[src/rtl/timer_dev.sv]
// timer_dev: memory-mapped countdown timer with interrupt request.
//
// Register map (offsets from BASE):
//   +0x0 CTRL   [0]=EN, [2:1]=MODE, [3]=IM, [31:4] read as 0
//   +0x4 PRESET 32-bit reload value
//   +0x8 COUNT  read-only current count
//   +0xc        reads 0
//
// Ports:
//   clk    - clock, all state changes on rising edge
//   reset  - synchronous, active-low reset
//   addr   - word-aligned bus address
//   byteen - store byte enables; only a full-word store (4'b1111) writes
//   wdata  - bus write data
//   rdata  - combinational read data for addr (0 outside the window)
//   irq    - registered interrupt request (irq_flag & IM)
module timer_dev #(
  parameter logic [31:0] BASE = 32'h0000_7f00
) (
  input  logic        clk,
  input  logic        reset,
  input  logic [31:0] addr,
  input  logic [3:0]  byteen,
  input  logic [31:0] wdata,
  output logic [31:0] rdata,
  output logic        irq
);

  typedef enum logic [1:0] {
    IDLE,
    LOAD,
    CNT,
    INT
  } state_t;

  state_t      state;
  state_t      state_nx;
  logic [3:0]  ctrl;
  logic [31:0] preset;
  logic [31:0] count;
  logic [31:0] count_nx;
  logic        irq_flag;
  logic        en_clr;
  logic        flag_set;
  logic        flag_clr;

  logic        sel;
  logic        we;
  logic        ctrl_we;
  logic        preset_we;

  // Byte offset bits are irrelevant for a word-aligned register file.
  logic        unused_addr_bits;
  assign unused_addr_bits = ^addr[1:0];

  assign sel       = (addr[31:4] == BASE[31:4]);
  assign we        = sel && (byteen == 4'b1111);
  assign ctrl_we   = we && (addr[3:2] == 2'd0);
  assign preset_we = we && (addr[3:2] == 2'd1);

  always_comb begin
    rdata = '0;
    if (sel) begin
      unique case (addr[3:2])
        2'd0:    rdata = {28'd0, ctrl};
        2'd1:    rdata = preset;
        2'd2:    rdata = count;
        default: rdata = '0;
      endcase
    end
  end

  always_comb begin
    state_nx = state;
    count_nx = count;
    en_clr   = 1'b0;
    flag_set = 1'b0;
    flag_clr = 1'b0;
    unique case (state)
      IDLE: begin
        if (ctrl[0]) state_nx = LOAD;
      end
      LOAD: begin
        count_nx = preset;
        state_nx = CNT;
      end
      CNT: begin
        if (!ctrl[0]) begin
          state_nx = IDLE;
        end else if (count <= 32'd1) begin
          count_nx = '0;
          flag_set = 1'b1;
          state_nx = INT;
        end else begin
          count_nx = count - 32'd1;
        end
      end
      INT: begin
        if (ctrl[2:1] == 2'b01) begin
          flag_clr = 1'b1;
          state_nx = LOAD;
        end else begin
          en_clr   = 1'b1;
          state_nx = IDLE;
        end
      end
      default: state_nx = IDLE;
    endcase
  end

  always_ff @(posedge clk) begin
    if (!reset) begin
      state    <= IDLE;
      ctrl     <= '0;
      preset   <= '0;
      count    <= '0;
      irq_flag <= 1'b0;
      irq      <= 1'b0;
    end else begin
      state <= state_nx;
      count <= count_nx;
      // A bus CTRL write overrides the one-shot EN auto-clear.
      if (ctrl_we) begin
        ctrl <= wdata[3:0];
      end else if (en_clr) begin
        ctrl[0] <= 1'b0;
      end
      if (preset_we) preset <= wdata;
      // Setting the flag takes priority over any clear in the same cycle.
      if (flag_set) begin
        irq_flag <= 1'b1;
      end else if (ctrl_we || flag_clr) begin
        irq_flag <= 1'b0;
      end
      irq <= irq_flag & ctrl[3];
    end
  end

endmodule

[config.mk]
export PLATFORM = sky130hd
export DESIGN_NAME = timer_dev
export DESIGN_NICKNAME = d
export VERILOG_FILES = /design/src/rtl/timer_dev.sv
export SDC_FILE = /design/constraint.sdc
export NUM_CORES = 1
export LEC_CHECK = 0
export CORE_MARGIN = 2
export CORE_UTILIZATION = 51
export CTS_CLUSTER_DIAMETER = 50
export DETAILED_ROUTE_END_ITERATION = 16
export GPL_TIMING_DRIVEN = 0
export PLACE_DENSITY = 0.88
export SLEW_MARGIN = 20
export SYNTH_ARGS = -nofsm -noshare
export SYNTH_HDL_FRONTEND = slang
export SYNTH_SLANG_ARGS = --single-unit
[constraint.sdc]
create_clock -name clk -period 2.75 [get_ports clk]
set_input_delay 0.55 -clock clk [delete_from_list [all_inputs] [get_ports clk]]
set_output_delay 0.55 -clock clk [all_outputs]
set_load 0.02 [all_outputs]
# After elaboration in Yosys (flattened, before gate mapping)
# Cells that the tools add are included.
# totals
reg_bits	72
out_inout_bits	33
# op_classes
add_sub_neg	1
magnitude_cmp	1
eq_ne	11
mux	21
bitwise_logic	1
n_reduce_logical	11
# ops
cell	n
2-to-1 mux 32 bit	3
one-hot mux 32 bit (3 select lines)	1
one-hot mux 32 bit (2 select lines)	1
<= comparator 32 x 1 -> 1 bit, second input constant	1
subtractor 32 x 1 -> 32 bit, second input constant	1
equality test 28 x 11 -> 1 bit, second input constant	1
2-to-1 mux 1 bit	12
one-hot mux 2 bit (4 select lines)	1
equality test 2 x 1 -> 1 bit, second input constant	3
equality test 2 bit, second input constant	3
2-to-1 mux 2 bit	3
nonzero test 2 bit	3
equality test 4 bit, second input constant	1
logical NOT 2 bit	2
inequality test 2 bit, second input constant	2
AND reduction 2 bit	2
logical AND 1 bit	3
inequality test 3 bit, second input constant	1
bitwise AND 1 bit	1
logical OR 1 bit	1

# Longest topological paths before layout
# logic_depth
ltp_word	6
mapped_depth	8

# Worst setup path after synthesis
# No wires, ideal clock.
# synth_path
kind	input port to output port
from	input addr[3]
to	output rdata[11]
arrival_ns	1.964
t_required_ns	2.200
slack_ns	0.236
stages	6
path_cell_list	clkbuf_1 nor2b_1 clkbuf_1 clkbuf_1 a22oi_1 nor2_1
# synth_between
elab_chain_cells	3
elab_cells_between_ends	5
cone_classes	2 x eq/ne; 2 x mux; 1 x reduce/logical
# synth_rtl
element	line	source
start: declaration	22	input logic [31:0] addr,
equality test 2 bit, or another cell as far along	64	unique case (addr[3:2])
one-hot mux 32 bit (3 select lines) (*)	64	
2-to-1 mux 32 bit (*)	63	if (sel) begin
end: declaration	25	output logic [31:0] rdata,
# Mark *: on every way between the ends. The rest lies on a longest branch, timed or not.

# Final worst setup path
# layout_path
from	input addr[29]
to	output rdata[13]
# layout_between
elab_chain_cells	2
# layout_rtl
element	line	source
equality test 28 x 11 -> 1 bit	56	assign sel = (addr[31:4] == BASE[31:4]);
2-to-1 mux 32 bit	63	
# No other way between the ends.

==> flow_summary.yaml <==
status:
  status: "finished with violations"
  failed_checks: "negative setup slack"
final_layout:
  layout_commonest_cell: "nor2_1"
  layout-drive-gt1-share_pct: 19.56
  area_growth_pct: 36.88
  final_area_um2: 5996
  nNetsFinal: 747
  multiInputGateArea_um2: 2838
  finish.utilization_pct: 72.61
  nFillCells: 678
  regArea_um2: 1441
  n_antenna_cell: 0
  layout_common_cells: "nor2_1 (74), dfxtp_1 (72), clkdlybuf4s50_1 (49)"
  fin_cells: 785
route:
  route.antenna.remaining_nets: 0
  drc: 0
  drtPass1Iterations: 5
  wire_per_inst_um: 20.10
  vias: 4942
  drt_wl_total_mm: 15.78
  drtIter0Drc: 401
  viasPerCell: 6.296
timing:
  rsz0062_at_grt: "true"
  finalSetupViolCount: 22
  worst_slack_ns: -0.04211
  drv_slew: 0
  layout_min_cycle_time_ns: 2.792
  slew_headroom_pct: 46.89
  worst_pin_slew_ns: 0.7900
  period_share_pct: 101.5
  hold_viol_final: 0
  fin_worst_skew_ns: 0.01374
  fmax_ghz: 0.3582
place:
  dpl.hpwl_mm: 10.63
  dp_cells: 764
  io_buffer_count: 98
  place_area_um2: 5493
  place_congestion: 0.9087
synth:
  synth_cell_type_count: 67
  synth_cells: 561
  syn_area_um2: 4380
  syn_nets: 633
  avgSynthCellArea_um2: 7.808
  yosys_register_bits: 72
  synth-main-ff-cell: "dfxtp_1"
  synth_warnings: 0
  yosys.area.top_type: "dfxtp_1"
  synth_edf_count: 0
  synth_top_area_share_pct: 32.90
  synth_seq_area_share_pct: 32.90
  netlist_top_cells_area: "dfxtp_1 (33%), mux2i_1 (9.8%), nor2_1 (8.3%)"
  async_flop_share_pct: 0
power_and_ir_drop:
  powerDensity_nw_per_um2: 330.8
  peakVddDrop_uv: 364.6
  p_leak_uw: 0.002326
floorplan:
  initial_core_util_pct: 53.05
  ios: 103
  die_h_um: 96.68
  rows: 33
  die_area_um2: 9346
  die-width_um: 96.68
  coreArea_um2: 8258
global_route:
  first_global_vias: 4743
  grt_overflow: 0
  grt_pass1_wl_mm: 24.12
  grt_antenna_before_repair: 0
  grt_usage_pct: 31.45
  grt_max_degree: 14
critical_path:
  critPathCaptureType: "primary output"
  arrival_ns: 2.24
  path_cells: "clkdlybuf4s50_1 -> nor4_2 -> nand3_2 -> or2_4 -> clkbuf_16 -> nor2_2 -> buf_4"
  crit_family: "simple AND/OR/NAND/NOR gates"
  worstPathRequired_ns: 2.20
  reg2reg_from: "state[0]"
  startpoint: "addr[29]"
  cp-start-kind: "primary input"
  cp_max_fo: 5
  critPathMaxStageDelay_ns: 0.43
  critical_path_class: "primary input to primary output"
  path_buf_inv: 3
  slowest_stage: "clkdlybuf4s50_1"
cts:
  cts_sinks: 72
  cts_root_buffer: "clkbuf_8"
  clk_pin_slew_ns: 0.08
  tritoncts: "yes"
  cts-buffers-inserted: 9
  htreeDepth: 3
  clkLatencyLatePin_ns: 0.36
  clock_path_buffers: 2
run:
  max_cap_viol_count: 0
hold_path:
  hold_class: "flip-flop to flip-flop"
  hp-start: "irq_flag"
per-stage QoR:
step / power [µW] / hold WS [ns] / setup TNS, ns / setup WS (ns)
detailed placement: 1221 / 0.4750 / -39.31 / -0.8478
global route: 2035 / 0.5194 / -0.4438 / -0.04023
floorplan: 1106 / 0.4428 / 0 / 0.2358
global placement: 1217 / 0.4696 / -37.61 / -0.8339
CTS: 1980 / 0.4867 / -1.014 / -0.05055
finish: 1983 / 0.5086 / -0.4621 / -0.04211
flip-flops by register name, summed over array words and instances, names as in the netlist:
name	count
count	32
state	2
irq	1
irq_flag	1
preset	32
ctrl	4
layer usage:
| metal | track usage (%) | vias to the layer above | wire (µm) |
|---|---|---|---|
| li1 | - | 2286 | - |
| met1 | 41.72 | 2302 | 6201 |
| met2 | 50.05 | 305 | 7501 |
| met3 | 6.358 | 49 | 1623 |
| met4 | 12.89 | 0 | 450 |
| met5 | 0 | - | 0 |
where the power goes:
part / internal, µW / switching (µW)
sequential: 1040 / 0.0000000699
clock: 331 / 449
combinational: 93.9 / 68.0
area by class of cell:
class / instances / area share (%)
Tap cell: 105 / 2.191
Sequential cell: 72 / 24.04
Timing Repair Buffer: 103 / 18.05
Clock buffer: 10 / 2.129
Multi-Input combinational cell: 431 / 47.33
Buffer: 46 / 4.758
Clock inverter: 6 / 0.7513
Inverter: 12 / 0.7513
Yosys cell counts (5+ instances only):
master / count
nor4_1: 10
nor3_1: 13
nand2_1: 32
o21ai_0: 47
mux2i_1: 43
a22oi_1: 30
nor2_1: 97
nand4_1: 8
nand2b_1: 6
nand3_1: 14
inv_1: 12
clkbuf_1: 32
a21oi_1: 38
dfxtp_1: 72
a211oi_1: 6
a31oi_1: 5
nor4_2: 5
cells by family (layout without fill, tap and decap cells):
group / count (synthesis) / count (layout) / share of synthesized area (%)
AND/OR/NAND/NOR: 219 / 220 / 25.22
AO/OA/AOI/OAI: 165 / 165 / 24.62
flip-flops: 72 / 72 / 32.90
buffers and inverters: 59 / 177 / 6.655
multiplexers: 43 / 43 / 9.826
adder cells (fa/ha/maj): 2 / 2 / 0.5712
XOR/XNOR: 1 / 1 / 0.2000
final timing paths:
path / cells after the start / slack (ns) / endpoint
hold reg to reg: 1 / 0.51 / irq
setup reg to reg: 8 / 0.17 / count[8]
hold / removal: 1 / 0.51 / irq
setup / recovery: 7 / -0.04 / rdata[13]
timing repair:
item | in CTS | in global routing
gates cloned | 0 | 4
resized for setup | 174 | 77
setup endpoints to repair | 62 | 47
hold buffers | 0 | 0
pin swaps | 2 | 6
setup buffers | 1 | 1
hold endpoints to repair | 0 | 0
Power figures use the tool's default switching activity.
